--- src/rtl/alu_rr_sched_if.sv ---
`default_nettype none
// ============================================================================
// Module      : alu_rr_sched_if
// Description : Bundles the signals of the two-port ALU round-robin
//               scheduler into one interface.
//               - Requester 0 and 1: valid/ready handshake plus A, B and
//                 opcode payload.
//               - Shared ALU: operand and select outputs, result and carry
//                 inputs.
//               - Response channel: valid/ready plus id, y and carry.
//               - busy status.
//               Modport 'slave' is the scheduler side. Modport 'master' is
//               the client/ALU side.
// Revision    : 1.0 - initial release
// ============================================================================
interface alu_rr_sched_if #(
    parameter int WIDTH = 8,
    parameter int OP_W  = 3
);
    logic             req0_valid;
    logic             req0_ready;
    logic [WIDTH-1:0] req0_a;
    logic [WIDTH-1:0] req0_b;
    logic [OP_W-1:0]  req0_op;

    logic             req1_valid;
    logic             req1_ready;
    logic [WIDTH-1:0] req1_a;
    logic [WIDTH-1:0] req1_b;
    logic [OP_W-1:0]  req1_op;

    logic [WIDTH-1:0] alu_a;
    logic [WIDTH-1:0] alu_b;
    logic [OP_W-1:0]  alu_s;
    logic [WIDTH-1:0] alu_y;
    logic             alu_carry;

    logic             rsp_valid;
    logic             rsp_ready;
    logic             rsp_id;
    logic [WIDTH-1:0] rsp_y;
    logic             rsp_carry;

    logic             busy;

    modport slave (
        input  req0_valid, req0_a, req0_b, req0_op,
        output req0_ready,
        input  req1_valid, req1_a, req1_b, req1_op,
        output req1_ready,
        output alu_a, alu_b, alu_s,
        input  alu_y, alu_carry,
        output rsp_valid, rsp_id, rsp_y, rsp_carry,
        input  rsp_ready,
        output busy
    );

    modport master (
        output req0_valid, req0_a, req0_b, req0_op,
        input  req0_ready,
        output req1_valid, req1_a, req1_b, req1_op,
        input  req1_ready,
        input  alu_a, alu_b, alu_s,
        output alu_y, alu_carry,
        input  rsp_valid, rsp_id, rsp_y, rsp_carry,
        output rsp_ready,
        input  busy
    );
endinterface
`default_nettype wire

--- src/rtl/alu_rr_sched.sv ---
`default_nettype none
// ============================================================================
// Module      : alu_rr_sched
// Description : Round-robin scheduler sharing one external 8-bit
//               combinational ALU between two requesters.
//               - One operation is in flight at a time: IDLE -> EXEC -> RESP.
//               - The operands are registered on acceptance and drive the
//                 ALU.
//               - The ALU result is captured at the end of EXEC and returned
//                 on the response channel, tagged with the requester id.
// Ports       : clk   - clock, rising edge
//               rst_n - asynchronous active-low reset
//               bus   - alu_rr_sched_if.slave (request, ALU and response
//                       signals)
// Revision    : 1.0 - initial release
// ============================================================================
module alu_rr_sched #(
    parameter int WIDTH = 8,
    parameter int OP_W  = 3
) (
    input  logic         clk,
    input  logic         rst_n,
    alu_rr_sched_if.slave bus
);

    typedef enum logic [1:0] {
        IDLE = 2'd0,
        EXEC = 2'd1,
        RESP = 2'd2
    } state_t;

    state_t           r_state;
    state_t           w_state_nxt;

    logic             r_last_grant;
    logic             r_id;
    logic [WIDTH-1:0] r_a;
    logic [WIDTH-1:0] r_b;
    logic [OP_W-1:0]  r_op;

    logic             r_rsp_id;
    logic [WIDTH-1:0] r_rsp_y;
    logic             r_rsp_carry;

    logic             w_grant;
    logic             w_rdy0;
    logic             w_rdy1;
    logic             w_accept;

    // Arbitration: a lone requester wins. On a tie, the port that was not
    // served last wins.
    always_comb begin
        w_grant = 1'b0;
        if (bus.req0_valid && bus.req1_valid) begin
            w_grant = ~r_last_grant;
        end else if (bus.req1_valid) begin
            w_grant = 1'b1;
        end
    end

    // Each ready is gated with rst_n, so both read 0 throughout reset even
    // though the state register already shows IDLE.
    assign w_rdy0   = rst_n && (r_state == IDLE) && bus.req0_valid && !w_grant;
    assign w_rdy1   = rst_n && (r_state == IDLE) && bus.req1_valid &&  w_grant;
    assign w_accept = w_rdy0 || w_rdy1;

    always_comb begin
        w_state_nxt = r_state;
        case (r_state)
            IDLE:    if (w_accept)      w_state_nxt = EXEC;
            EXEC:                       w_state_nxt = RESP;
            RESP:    if (bus.rsp_ready) w_state_nxt = IDLE;
            default:                    w_state_nxt = IDLE;
        endcase
    end

    always_ff @(posedge clk or negedge rst_n) begin
        if (!rst_n) begin
            r_state <= IDLE;
        end else begin
            r_state <= w_state_nxt;
        end
    end

    // The operand registers change only on acceptance, so the ALU inputs
    // hold steady outside EXEC whatever the requesters present.
    always_ff @(posedge clk or negedge rst_n) begin
        if (!rst_n) begin
            r_last_grant <= 1'b1;
            r_id         <= 1'b0;
            r_a          <= '0;
            r_b          <= '0;
            r_op         <= '0;
        end else if (w_accept) begin
            r_last_grant <= w_grant;
            r_id         <= w_grant;
            r_a          <= w_grant ? bus.req1_a  : bus.req0_a;
            r_b          <= w_grant ? bus.req1_b  : bus.req0_b;
            r_op         <= w_grant ? bus.req1_op : bus.req0_op;
        end
    end

    always_ff @(posedge clk or negedge rst_n) begin
        if (!rst_n) begin
            r_rsp_id    <= 1'b0;
            r_rsp_y     <= '0;
            r_rsp_carry <= 1'b0;
        end else if (r_state == EXEC) begin
            r_rsp_id    <= r_id;
            r_rsp_y     <= bus.alu_y;
            r_rsp_carry <= bus.alu_carry;
        end
    end

    assign bus.req0_ready = w_rdy0;
    assign bus.req1_ready = w_rdy1;
    assign bus.alu_a      = r_a;
    assign bus.alu_b      = r_b;
    assign bus.alu_s      = r_op;
    assign bus.rsp_valid  = (r_state == RESP);
    assign bus.rsp_id     = r_rsp_id;
    assign bus.rsp_y      = r_rsp_y;
    assign bus.rsp_carry  = r_rsp_carry;
    assign bus.busy       = (r_state != IDLE);

endmodule
`default_nettype wire

--- src/flat_wrapper.sv ---
// flat-port wrapper written by rule: the top's interface ports become plain ports
module alu_rr_sched_flat 
#(
    parameter int WIDTH = 8,
    parameter int OP_W  = 3
)
  (clk, rst_n, bus_req0_valid, bus_req0_a, bus_req0_b, bus_req0_op, bus_req0_ready, bus_req1_valid, bus_req1_a, bus_req1_b, bus_req1_op, bus_req1_ready, bus_alu_a, bus_alu_b, bus_alu_s, bus_alu_y, bus_alu_carry, bus_rsp_valid, bus_rsp_id, bus_rsp_y, bus_rsp_carry, bus_rsp_ready, bus_busy);
  alu_rr_sched_if #(.WIDTH(WIDTH), .OP_W(OP_W)) bus_i ();
  input  logic clk;
  input  logic rst_n;
  input wire logic [$bits(bus_i.req0_valid)-1:0] bus_req0_valid;
  input wire logic [$bits(bus_i.req0_a)-1:0] bus_req0_a;
  input wire logic [$bits(bus_i.req0_b)-1:0] bus_req0_b;
  input wire logic [$bits(bus_i.req0_op)-1:0] bus_req0_op;
  output wire logic [$bits(bus_i.req0_ready)-1:0] bus_req0_ready;
  input wire logic [$bits(bus_i.req1_valid)-1:0] bus_req1_valid;
  input wire logic [$bits(bus_i.req1_a)-1:0] bus_req1_a;
  input wire logic [$bits(bus_i.req1_b)-1:0] bus_req1_b;
  input wire logic [$bits(bus_i.req1_op)-1:0] bus_req1_op;
  output wire logic [$bits(bus_i.req1_ready)-1:0] bus_req1_ready;
  output wire logic [$bits(bus_i.alu_a)-1:0] bus_alu_a;
  output wire logic [$bits(bus_i.alu_b)-1:0] bus_alu_b;
  output wire logic [$bits(bus_i.alu_s)-1:0] bus_alu_s;
  input wire logic [$bits(bus_i.alu_y)-1:0] bus_alu_y;
  input wire logic [$bits(bus_i.alu_carry)-1:0] bus_alu_carry;
  output wire logic [$bits(bus_i.rsp_valid)-1:0] bus_rsp_valid;
  output wire logic [$bits(bus_i.rsp_id)-1:0] bus_rsp_id;
  output wire logic [$bits(bus_i.rsp_y)-1:0] bus_rsp_y;
  output wire logic [$bits(bus_i.rsp_carry)-1:0] bus_rsp_carry;
  input wire logic [$bits(bus_i.rsp_ready)-1:0] bus_rsp_ready;
  output wire logic [$bits(bus_i.busy)-1:0] bus_busy;
  assign bus_i.req0_valid = bus_req0_valid;
  assign bus_i.req0_a = bus_req0_a;
  assign bus_i.req0_b = bus_req0_b;
  assign bus_i.req0_op = bus_req0_op;
  assign bus_req0_ready = bus_i.req0_ready;
  assign bus_i.req1_valid = bus_req1_valid;
  assign bus_i.req1_a = bus_req1_a;
  assign bus_i.req1_b = bus_req1_b;
  assign bus_i.req1_op = bus_req1_op;
  assign bus_req1_ready = bus_i.req1_ready;
  assign bus_alu_a = bus_i.alu_a;
  assign bus_alu_b = bus_i.alu_b;
  assign bus_alu_s = bus_i.alu_s;
  assign bus_i.alu_y = bus_alu_y;
  assign bus_i.alu_carry = bus_alu_carry;
  assign bus_rsp_valid = bus_i.rsp_valid;
  assign bus_rsp_id = bus_i.rsp_id;
  assign bus_rsp_y = bus_i.rsp_y;
  assign bus_rsp_carry = bus_i.rsp_carry;
  assign bus_i.rsp_ready = bus_rsp_ready;
  assign bus_busy = bus_i.busy;
  alu_rr_sched #(.WIDTH(WIDTH), .OP_W(OP_W)) u_core (.clk(clk), .rst_n(rst_n), .bus(bus_i));
endmodule
--- config.mk ---
export PLATFORM = sky130hd
export DESIGN_NAME = alu_rr_sched_flat
export DESIGN_NICKNAME = d
export VERILOG_FILES = /design/src/rtl/alu_rr_sched_if.sv /design/src/rtl/alu_rr_sched.sv /design/src/flat_wrapper.sv
export SDC_FILE = /design/constraint.sdc
export NUM_CORES = 1
export LEC_CHECK = 0
export CAP_MARGIN = 20
export CORE_ASPECT_RATIO = 0.75
export CORE_MARGIN = 5
export CORE_UTILIZATION = 34
export CTS_BUF_LIST = sky130_fd_sc_hd__clkbuf_16
export CTS_CLUSTER_DIAMETER = 80
export DETAILED_ROUTE_END_ITERATION = 7
export GPL_ROUTABILITY_DRIVEN = 0
export MAX_ROUTING_LAYER = met4
export PLACE_DENSITY = 0.76
export SYNTH_ARGS = -nofsm -noshare
export SYNTH_HDL_FRONTEND = slang
export SYNTH_SLANG_ARGS = --single-unit
--- constraint.sdc ---
create_clock -name clk -period 1.2 [get_ports clk]
set_input_delay 0.24 -clock clk [delete_from_list [all_inputs] [get_ports clk]]
set_output_delay 0.24 -clock clk [all_outputs]
set_load 0.01 [all_outputs]
After elaboration in Yosys (flattened, before gate mapping)
Index checks and enable logic that the tools add are counted.

operators by class
  mux-type cells = 8
  equality and inequality tests = 4
  bitwise operators = 1
  reductions and logical operators = 11

operator list
  cell                number
  $mux 8              2
  $logic_and 1x1->1   6
  $pmux 2 s3          1
  $mux 2              2
  $ne 2x1->1 const B  2
  $mux 3              1
  $eq 2x1->1 const B  1
  $eq 2x2->1 const B  1
  $logic_not 2->1     1
  $mux 1              2
  $reduce_and 2->1    1
  $reduce_bool 2->1   1
  $logic_not 1->1     1
  $logic_or 1x1->1    1
  $not 1->1           1

word-level totals
  output and inout bits = 33
  bits in registers = 33

Logic depth before layout (Yosys ltp)
  depth after elaboration = 7
  mapped depth = 4

Least setup slack after synthesis
OpenSTA, ideal clock, no wires.

  path kind = flip-flop to flip-flop
  start = reg u_core.r_state[0]
  end = reg u_core.r_a[0] (netlist: u_core.bus.alu_a[0])
  setup time = 123 ps
  arrival = 1188 ps
  stages on the path, launching flop included = 5
  data required time = 1077 ps
  setup slack = -111 ps
  period minus slack after synthesis = 1311 ps
  buffers on the path = 1
  cells stage by stage = dfrtp_1 > nand4bb_1 > buf_2 > or3_1 > o221a_2

between the ends
  cells in the longest elaborated chain, start to end = 5
  elaborated cells on any way between the ends = 7
  classes of those cells = reduce/logical: 7

ends and longest elaborated chain
  element                                                   RTL line                                RTL
  from (decl)                                               alu_rr_sched.sv:32                      state_t r_state;
  from (signal assigned)                                    alu_rr_sched.sv:81                      r_state <= w_state_nxt;
  $logic_not 2->1 (*)                                       alu_rr_sched.sv:63, alu_rr_sched.sv:64
  $logic_and 1x1->1 (*)                                     alu_rr_sched.sv:63, alu_rr_sched.sv:64
  $logic_and 1x1->1, on equally long branches (2 in a row)  alu_rr_sched.sv:63, alu_rr_sched.sv:64
  $logic_or 1x1->1 (*)                                      alu_rr_sched.sv:65                      assign w_accept = w_rdy0 || w_rdy1;
  to (signal assigned)                                      alu_rr_sched.sv:97                      r_a <= w_grant ? bus.req1_a : bus.req0_a;
  to (decl)                                                 alu_rr_sched.sv:37                      logic [WIDTH-1:0] r_a;

Mark *: on every way between the ends. The rest lies on a longest branch, timed or not.
A chain may end at the register's enable or synchronous reset.

Worst setup path in the final report
  start = reg u_core.r_state[0]
  end = reg u_core.r_b[2] (netlist: u_core.bus.alu_b[2])

between the ends
  cells in the longest elaborated chain, start to end = 5
  elaborated cells on any way between the ends = 7
  classes of those cells = reduce/logical: 7

ends and longest elaborated chain
  element                                                   RTL line                                RTL
  $logic_not 2->1 (*)                                       alu_rr_sched.sv:63, alu_rr_sched.sv:64
  $logic_and 1x1->1 (*)                                     alu_rr_sched.sv:63, alu_rr_sched.sv:64
  $logic_and 1x1->1, on equally long branches (2 in a row)  alu_rr_sched.sv:63, alu_rr_sched.sv:64
  $logic_or 1x1->1 (*)                                      alu_rr_sched.sv:65
  to (signal assigned)                                      alu_rr_sched.sv:98                      r_b <= w_grant ? bus.req1_b : bus.req0_b;
  to (decl)                                                 alu_rr_sched.sv:38                      logic [WIDTH-1:0] r_b;

Marks and branches as above.

==> reports/qor.txt <==
vias in the first global route = 1,460
Finish-stage setup viols = 35
Max-cap violations = 0
dpl cell area = 2410 µm²
diode count = 0
CTS Buf Count = 5
Boundary Pins = 85
DR WL/cell = 16.9 µm
Crit Path Max Fanout = 19
Starting Density = 35.4%
clk sinks = 33
Root Driver = clkbuf_16
CP Capture Type = register
final setup TNS = -6.97 ns
synth warn = 0
post-synth cell types = 22
GRT Total Usage = 16.6%
Hold Violations, Final = 0
largest net degree at the start of global routing = 34
static leakage = 1.07 nW
Final Slew Violations = 0
status = complete, but fails checks
Detail Placement HPWL = 3.26 mm
Max Clock Freq = 0.666 GHz
share of cells above drive strength 1 = 24.0%
die area = 5660 µm²
routed vias = 1,285
Tmin final = 1.50 ns
Startpoint Class = register
Die Ht = 66.4 µm
Pwr Total = 5.39 mW
H-tree Lvls = 2
# DRC = 0
Worst Hold Class = input pin to asynchronous set/reset pin
Crit Path Class = register to register
port bufs = 84
CP arrival = 1.65 ns
final net count = 255
Core ar. = 4080 µm²
Setup Skew = 0.00308 ns
Seq/Total Area, Yosys = 57.3%
Slew headroom = 73.5%
Non-Filler Instances = 259
row cnt = 20
setup ws final = -0.300 ns
first-pass GRT wire length = 6.98 mm
initial antenna violation count = 0
Iter 0 DRT Violations = 42
DR pass1 iterations = 4
CTS max path bufs = 2
Worst VDD drop = 0.929 mV
synthesized area per cell = 13.6 µm²
total congestion overflow = 0
Syn Nets = 158
DP Worst Slack = -0.869 ns
flops & latches, synth = 33
Die W = 85.3 µm
Post-Syn Area = 1440 µm²
final wirelength = 4.37 mm
period utilisation layout = 125%
Reg clk slew, reported paths = 0.05 ns
RSZ-0062 raised after global routing = true
Cell Count Post-Placement = 249
Tightest Pin Transition = 0.398 ns
violated checks = negative setup slack
CTS tree = yes
Vias/cell = 4.96
Routed Antenna Nets = 0
Cells after Synth = 106
Design Area, Final = 2630 µm²
Area growth, synth to finish = 82.0%
PwrDens = 2050 nW/µm²
clk_lat worst skew = 0.27 ns
Critical Path RT = 1.35 ns
[critical path: stages, from the launching register on]
cell and delay, ns:
dfrtp_2 0.43, nand4bb_4 0.27, buf_6 0.19, or3_1 0.36
o221a_1 0.13
[cell type report]
cell class | instances | area (µm²)
Clock inverter | 3 | 12.5
Sequential cell | 33 | 830
Inverter | 2 | 10.0
Tap cell | 55 | 68.8
Timing Repair Buffer | 99 | 976
Clock buffer | 5 | 125
Multi-Input combinational cell | 62 | 606
Fill cell | 332 | 1450
[cells by family after synthesis]
kind of cell	Yosys count	synth area share [%]
AOI/OAI and AO/OA	23	16.8
buffers and inverters	11	4.68
DFF	33	57.3
muxes	10	7.80
and+or+nand+nor	29	13.4
[per-layer routing]
metal | up-vias | wire [µm] | global-route usage [%] | share of wire (%)
met4 | 0 | 90 | 8.50 | 2.1
li1 | 601 | - | - | -
met1 | 625 | 1830 | 18.7 | 42
met3 | 7 | 294 | 4.86 | 6.7
met5 | - | 0 | - | 0
met2 | 52 | 2160 | 27.0 | 49
[cell usage in the layout (no fill, tap or decap), types with 2 or more instances in the layout]
| cell type | n |
|---|---|
| and2_4 | 2 |
| buf_4 | 9 |
| buf_6 | 9 |
| clkbuf_16 | 5 |
| clkdlybuf4s15_1 | 17 |
| clkdlybuf4s50_1 | 49 |
| clkinv_1 | 2 |
| dfrtp_1 | 30 |
| dfrtp_2 | 2 |
| dlygate4sd2_1 | 13 |
| mux2_2 | 8 |
| nand2b_4 | 2 |
| o21a_1 | 2 |
| o221a_1 | 18 |
| or3_1 | 19 |
[cells in the mapped netlist]
| master | count | area share (%) |
|---|---|---|
| dfstp_2 | 1 | 1.8 |
| buf_6 | 2 | 1.6 |
| o21a_1 | 2 | 1.0 |
| and2_1 | 2 | 0.87 |
| or2_2 | 1 | 0.43 |
| buf_2 | 3 | 1.0 |
| nand4bb_1 | 1 | 0.78 |
| or3_1 | 19 | 8.2 |
| nor3b_2 | 1 | 0.87 |
| inv_1 | 2 | 0.52 |
| nand2b_1 | 3 | 1.3 |
| clkbuf_1 | 2 | 0.52 |
| nand3_2 | 1 | 0.69 |
| nor2_1 | 1 | 0.26 |
| a2bb2oi_1 | 1 | 0.61 |
| buf_4 | 2 | 1.0 |
| mux2_1 | 2 | 1.6 |
| mux2_2 | 8 | 6.2 |
| o221a_1 | 18 | 14 |
| o221a_2 | 1 | 0.78 |
| dfrtp_1 | 32 | 55 |
| o21ai_0 | 1 | 0.35 |
[flip-flops by register name, summed over array words and instances, names as in the netlist]
signal and flops:
u_core.bus.alu_b 8, u_core.r_state 2, u_core.r_last_grant 1, u_core.bus.alu_a 8
u_core.bus.rsp_carry 1, u_core.bus.rsp_y 8, u_core.bus.rsp_id 1, u_core.bus.alu_s 3
u_core.r_id 1
[power by group]
part	internal [mW]	total (mW)	switching, mW
registers	1.65	1.95	0.305
clock network	0.748	1.17	0.420
logic	1.37	2.27	0.906
total	3.76	5.39	1.63
[metrics by stage]
| step | hold slack [ns] | utilization, % |
|---|---|---|
| after floorplan | -0.0556 | - |
| after global placement | 0.472 | 59.0 |
| after detailed placement | 0.478 | 59.0 |
| after CTS | 0.307 | 62.7 |
| after global routing | 0.369 | 64.4 |
| final | 0.300 | 64.4 |
[worst paths after layout]
path                            depth (start not counted)  slack (ns)                              end                          start
worst max-delay path                                    4       -0.30  u_core.bus.alu_b[2]$_DFFE_PN0P_  u_core.r_state[0]$_DFFE_PN0P_
worst min-delay path                                    3        0.30  u_core.bus.alu_b[6]$_DFFE_PN0P_                          rst_n
worst max register to register                          4       -0.30  u_core.bus.alu_b[2]$_DFFE_PN0P_  u_core.r_state[0]$_DFFE_PN0P_
worst min register to register                          1        0.48    u_core.bus.rsp_id$_DFFE_PN0N_  u_core.bus.rsp_id$_DFFE_PN0N_
max in group asynchronous                               3        0.57  u_core.r_last_grant$_DFFE_PN1P_                          rst_n
min in group clk                                        1        0.48    u_core.bus.rsp_id$_DFFE_PN0N_  u_core.bus.rsp_id$_DFFE_PN0N_
[repair_timing]
action | in CTS | in global routing
endpoints found under the setup margin | 65 | 52
hold buffers | 0 | 0
setup buffers | 4 | 0
gates resized for setup | 59 | 28
pin swaps | 4 | 2
Note: power is estimated with default switching activity, not from simulation.
